### src/rtl/irq_pkg.sv
// Shared definitions for the external interrupt controller.
package irq_pkg;

    // Width of a source ID; ID 0 is reserved for "no interrupt"
    localparam int IRQ_ID_W = 5;

    // Word-aligned register offsets
    localparam logic [3:0] IRQ_PENDING = 4'h0;
    localparam logic [3:0] IRQ_ENABLE  = 4'h4;
    localparam logic [3:0] IRQ_MODE    = 4'h8;
    localparam logic [3:0] IRQ_CLAIM   = 4'hC;

    // Register-port access sequencer states
    typedef enum logic [1:0] {
        IDLE,
        ACCESS,
        DONE
    } irq_state_e;

endpackage

### src/rtl/irq_sync_edge.sv
// Two-flop synchronizer for one asynchronous interrupt line, plus a third
// flop so a rising edge of the synchronized level yields a one-cycle pulse.
module irq_sync_edge (
    input  logic clk,
    input  logic reset,
    input  logic irq,
    output logic level,
    output logic rise
);

    logic r_sync1;
    logic r_sync2;
    logic r_sync3;

    // Shift the raw line through the synchronizer and the edge-history flop
    always_ff @(posedge clk or negedge reset) begin
        if (!reset) begin
            r_sync1 <= 1'b0;
            r_sync2 <= 1'b0;
            r_sync3 <= 1'b0;
        end else begin
            r_sync1 <= irq;
            r_sync2 <= r_sync1;
            r_sync3 <= r_sync2;
        end
    end

    assign level = r_sync2;
    assign rise  = r_sync2 & ~r_sync3;

endmodule

### src/rtl/irq_controller.sv
// External interrupt controller: synchronizes peripheral lines, keeps
// pending/enable/mode/in-service state, drives ext_int and serves a
// word-addressed register port with a claim/complete handshake.
module irq_controller
    import irq_pkg::*;
#(
    parameter int NUM_SOURCES = 8
) (
    input  logic                   clk,
    input  logic                   reset,
    input  logic [NUM_SOURCES-1:0] irq_in,
    input  logic                   enable,
    input  logic                   write,
    input  logic [3:0]             addr,
    input  logic [31:0]            wdata,
    output logic [31:0]            rdata,
    output logic                   busy,
    output logic                   fault,
    output logic                   ext_int
);

    logic [NUM_SOURCES-1:0] r_pending;
    logic [NUM_SOURCES-1:0] r_enable;
    logic [NUM_SOURCES-1:0] r_mode;
    logic [NUM_SOURCES-1:0] r_in_service;
    irq_state_e             r_state;
    logic                   r_write;
    logic [3:0]             r_addr;

    logic [NUM_SOURCES-1:0] w_level;
    logic [NUM_SOURCES-1:0] w_rise;
    logic [NUM_SOURCES-1:0] w_cand;
    logic [IRQ_ID_W-1:0]    w_claim_id;
    logic [NUM_SOURCES-1:0] w_claim_mask;
    logic [NUM_SOURCES-1:0] w_cmp_mask;
    logic [NUM_SOURCES-1:0] w_pend_clr;
    logic [NUM_SOURCES-1:0] w_isv_set;
    logic [NUM_SOURCES-1:0] w_isv_clr;
    logic                   w_misaligned;
    logic                   w_act;
    logic [31:0]            w_rdata;
    logic                   w_unused;

    // Upper wdata bits are ignored by every register
    assign w_unused = ^wdata;

    for (genvar g = 0; g < NUM_SOURCES; g++) begin : g_src
        irq_sync_edge u_sync (
            .clk   (clk),
            .reset (reset),
            .irq   (irq_in[g]),
            .level (w_level[g]),
            .rise  (w_rise[g])
        );
    end

    assign w_cand       = r_pending & r_enable & ~r_in_service;
    assign w_misaligned = (r_addr[1:0] != 2'b00);
    // Side effects happen only on the ACCESS->DONE edge of an aligned access
    assign w_act        = (r_state == ACCESS) && !w_misaligned;

    // Lowest-ID-wins priority encoder plus one-hot decodes for claim/complete
    always_comb begin
        w_claim_id   = '0;
        w_claim_mask = '0;
        w_cmp_mask   = '0;
        for (int i = NUM_SOURCES - 1; i >= 0; i--) begin
            if (w_cand[i]) w_claim_id = IRQ_ID_W'(i + 1);
        end
        // IDs 0 and > NUM_SOURCES decode to an empty mask, so they are ignored
        for (int i = 0; i < NUM_SOURCES; i++) begin
            w_claim_mask[i] = (w_claim_id == IRQ_ID_W'(i + 1));
            w_cmp_mask[i]   = (wdata[IRQ_ID_W-1:0] == IRQ_ID_W'(i + 1));
        end
    end

    // Per-bit clear/set requests generated by the current access
    always_comb begin
        w_pend_clr = '0;
        w_isv_set  = '0;
        w_isv_clr  = '0;
        if (w_act) begin
            if (r_write) begin
                if (r_addr == IRQ_PENDING) w_pend_clr = wdata[NUM_SOURCES-1:0] & r_mode;
                if (r_addr == IRQ_CLAIM)   w_isv_clr  = w_cmp_mask;
            end else if (r_addr == IRQ_CLAIM) begin
                w_isv_set  = w_claim_mask;
                w_pend_clr = w_claim_mask & r_mode;
            end
        end
    end

    // Read data mux; unused upper bits are zero-extended
    always_comb begin
        w_rdata = '0;
        case (r_addr)
            IRQ_PENDING: w_rdata = 32'(r_pending);
            IRQ_ENABLE:  w_rdata = 32'(r_enable);
            IRQ_MODE:    w_rdata = 32'(r_mode);
            IRQ_CLAIM:   w_rdata = 32'(w_claim_id);
            default:     w_rdata = '0;
        endcase
    end

    // Interrupt state: a fresh edge always beats a same-cycle clear
    always_ff @(posedge clk or negedge reset) begin
        if (!reset) begin
            r_pending    <= '0;
            r_enable     <= '0;
            r_mode       <= '0;
            r_in_service <= '0;
            ext_int      <= 1'b0;
        end else begin
            r_pending    <= (~r_mode & w_level) |
                            (r_mode & (w_rise | (r_pending & ~w_pend_clr)));
            r_in_service <= (r_in_service | w_isv_set) & ~w_isv_clr;
            ext_int      <= |w_cand;
            if (w_act && r_write && (r_addr == IRQ_ENABLE)) r_enable <= wdata[NUM_SOURCES-1:0];
            if (w_act && r_write && (r_addr == IRQ_MODE))   r_mode   <= wdata[NUM_SOURCES-1:0];
        end
    end

    // Access sequencer: IDLE -> ACCESS -> DONE, back to IDLE once enable drops
    always_ff @(posedge clk or negedge reset) begin
        if (!reset) begin
            r_state <= IDLE;
            r_write <= 1'b0;
            r_addr  <= '0;
            rdata   <= '0;
            busy    <= 1'b0;
            fault   <= 1'b0;
        end else begin
            case (r_state)
                IDLE: begin
                    if (enable) begin
                        r_state <= ACCESS;
                        r_write <= write;
                        r_addr  <= addr;
                        busy    <= 1'b1;
                    end
                end
                ACCESS: begin
                    r_state <= DONE;
                    busy    <= 1'b0;
                    fault   <= w_misaligned;
                    rdata   <= (w_misaligned || r_write) ? '0 : w_rdata;
                end
                DONE: begin
                    if (!enable) r_state <= IDLE;
                end
                default: r_state <= IDLE;
            endcase
        end
    end

endmodule

### config.mk
export PLATFORM = sky130hd
export DESIGN_NAME = irq_controller
export DESIGN_NICKNAME = d
export VERILOG_FILES = /design/src/rtl/irq_pkg.sv /design/src/rtl/irq_sync_edge.sv /design/src/rtl/irq_controller.sv
export SDC_FILE = /design/constraint.sdc
export NUM_CORES = 1
export LEC_CHECK = 0
export ABC_AREA = 1
export BUFFER_PORTS_ARGS = -buffer_cell sky130_fd_sc_hd__buf_2
export CORE_ASPECT_RATIO = 0.6
export CORE_UTILIZATION = 45
export CTS_CLUSTER_DIAMETER = 200
export DETAILED_ROUTE_END_ITERATION = 12
export PLACE_DENSITY = 0.78
export SYNTH_ARGS = -nofsm -noshare
export SYNTH_HDL_FRONTEND = slang
export SYNTH_SLANG_ARGS = --single-unit
### constraint.sdc
create_clock -name clk -period 2.57 [get_ports clk]
set_input_delay 0.257 -clock clk [delete_from_list [all_inputs] [get_ports clk]]
set_output_delay 0.257 -clock clk [all_outputs]
set_load 0.02 [all_outputs]
==> metrics.md <==
| Metric | Value |
|---|---|
| RSZ-0062 raised after global routing | `no` |
| Total Wirelength | `roughly 7000 um` |
| Initial core utilization | `0.478` |
| FP Rows | `23` |
| Gr ovfl total | `0` |
| Post-CTS Setup Inserts | `0` |
| Worst vdd ir | `around 0.5 mV` |
| N_diodes | `0` |
| Synthesis Warnings | `0` |
| Clock tree buffer depth | `2` |
| Fmax | `0.537 GHz` |
| GR peak layer | `met1` |
| Clock latency at the later pin of the worst-skew pair | `~0.34 ns` |
| Most frequent cells in the layout | `nand2_1, dfrtp_1, inv_1` |
| Commonest non-fill, non-tap cell in the layout | `nand2_1` |
| Vias | `2531` |
| Worst hold path depth | `1` |
| Final-report setup violation count | `0` |
| Fin worst setup slack | `roughly 0.71 ns` |
| I/O Buffers | `34` |
| RePlAce Congestion | `about 0.97` |
| GR Layer Usage met3 | `0.0841` |
| Core ar. | `6880 um2` |
| Setup_tns | `0 ns` |
| Worst r2r dst | `r_pending[1]` |
| CP Data Required Time | `2.78 ns` |
| Post-cts resize count | `0` |
| Critical path launch point | `r_state[1]` |
| Cell area after synthesis | `roughly 3300 um2` |
| Area growth syn-to-layout | `13.7%` |
| R2r setup slk | `approximately 0.71 ns` |
| Crit end category | `flop` |
| R2R cell count | `10` |
| Final Hold Vio Count | `0` |
| DR iter-0 viols | `about 170` |
| Cells after Synth | `372` |
| Post-DR wirelength/cell | `14.1 um` |
| Clock Sink Count | `74` |
| Cell variety after synth | `27` |
| GR Util met2 | `0.284` |
| Post-DP HPWL | `5320 um` |
| Die height | `approximately 70 um` |
| Crit Reg-Reg Startpoint | `r_state[1]` |
| Least-Margin Pin Slew | `between 0.8 and 0.9 ns` |
| CP max FO | `12` |
| Kind of critical path | `reg2reg` |
| DR DRC count | `0` |
| Via density | `5.00` |
| Slew margin rel. | `0.413` |
| Yosys reg bits | `74` |
| Clk_skew | `around 0.0073 ns` |
| Final worst path period share | `0.725` |
| Hold_buf cts | `0` |
| Status | `completed` |
| CP startpoint kind | `flop` |
| Total Nets Final | `about 460` |
| # IOs | `between 80 and 90` |
| Critical path arrival | `about 2.1 ns` |
| CP endpoint | `r_pending[1]` |
| Root Buffer | `clkbuf_16` |
| Initial antenna violation count | `0` |
| Clock transition at path regs | `0.05 ns` |
| Pre-CTS setup slack | `approximately 0.75 ns` |
| DIE AREA | `7670 um2` |
| GR Util All Layers | `0.207` |
| Chip width | `between 100 and 150 um` |
| Vias in the first global route | `approximately 2200` |
| M1 GR Usage | `0.288` |
| Final ANT Viol Nets | `0` |
| Pwr dens | `roughly 1100 nW/um2` |
| H-tree depth | `3` |
| Final Critical Period | `around 1.9 ns` |
| Largest net degree at the start of global routing | `42` |
| CTS tree | `built` |
| Top cell type's share of synthesized area | `0.563` |
| Top cells by area, synth | `dfrtp_1, nand2_1, buf_4` |
| MaxCap Viol Count | `0` |
| Sequential area share after synthesis | `0.563` |
| Drt pass-1 iters | `4` |
| Share of cells above drive strength 1 | `0.160` |
| CTS Buf Count | `9` |
| Syn avg cell area | `between 8 and 9 um2` |
| Worst min path class | `in2reg` |
| Pleak | `~2.0 nW` |
| First-pass GRT wire length | `roughly 11000 um` |
| Synth area leader | `dfrtp_1` |
| Final Max Slew Viols | `0` |
-- Yosys cell counts (all sizes together) --
| library cell | count |
|---|---|
| a211oi | 3 |
| a21oi | 20 |
| a22oi | 1 |
| a32oi | 1 |
| buf | 26 |
| clkbuf | 1 |
| clkinv | 2 |
| conb | 1 |
| dfrtp | 74 |
| inv | 47 |
| nand2 | 98 |
| nand3 | 22 |
| nand4 | 5 |
| nor2 | 36 |
| nor3 | 2 |
| nor4 | 1 |
| o211ai | 2 |
| o21ai | 27 |
| o22ai | 3 |
-- where the power goes --
group,internal [mW],switching [mW]
clock,0.694,0.436
combinational,0.366,0.804
sequential,1.49,0.244
total,2.55,1.48
-- stage by stage --
step	hold WS, ns	instances	cell area (um2)	utilization	power (mW)
3_3_place_gp	0.334	491	3470	0.504	2.85
3_5_place_dp	0.335	491	3470	0.504	2.91
5_1_grt	0.0106	506	3740	0.544	4.29
6_report	0.0252	506	3740	0.544	4.03
4_1_cts	0.0131	506	3740	0.544	4.05
2_1_floorplan	-0.0386	395	3380	-	2.54
-- routing by layer --
metal  part of all wire  wire (um)  vias up
met3              0.079        564        8
li1                   -          -     1229
met4              0.010         72        0
met2               0.41       2930       74
met1               0.50       3550     1220
met5                  0          0        -
-- final cells by class --
type / instances / area (um2)
fillers: 627 / 3140
flip-flops and latches: 74 / 1850
multi-input cells: 245 / 1140
clock buffers: 12 / 256
inverters: 49 / 186
repair buffers: 36 / 185
well taps: 87 / 109
clock inverters: 3 / 15.0
-- registers in the layout, indices dropped and copies added, names as in the netlist --
| register | flops |
|---|---|
| busy | 1 |
| ext_int | 1 |
| fault | 1 |
| g_src.u_sync.level | 8 |
| g_src.u_sync.r_sync1 | 8 |
| g_src.u_sync.r_sync3 | 8 |
| r_addr | 4 |
| r_enable | 8 |
| r_in_service | 8 |
| r_mode | 8 |
| r_pending | 8 |
| r_state | 2 |
| r_write | 1 |
| rdata | 8 |
-- worst max-delay path: stages (launching register included) --
cell     delay [ns]
dfrtp_1        0.38
inv_1          0.07
nand2_1        0.26
inv_1          0.19
nand2_2        0.08
nor2_4         0.14
nand2_1        0.08
inv_1          0.07
nand2_1        0.08
nor2_1         0.26
o21ai_0        0.12
-- logic make-up (layout without fill, tap and decap cells) --
logic type,after synthesis,in the layout,share of synthesized area
AND/OR/NAND/NOR,164,164,0.224
buffers and inverters,76,100,0.118
flip-flops,74,74,0.563
AO/OA/AOI/OAI,57,57,0.0935
other,1,24,0.00114
-- worst min path at each step --
stage,end,slack [ns],from
6_report,g_src[6].u_sync.r_sync1,0.03,irq_in[6]
5_1_grt,g_src[2].u_sync.r_sync1,0.01,irq_in[2]
4_1_cts,g_src[6].u_sync.r_sync1,0.01,irq_in[6]
3_5_place_dp,g_src[3].u_sync.level,0.33,g_src[3].u_sync.r_sync1
3_3_place_gp,g_src[5].u_sync.level,0.33,g_src[5].u_sync.r_sync1
2_1_floorplan,busy,-0.04,reset
Note: power is estimated with default switching activity, not from simulation.
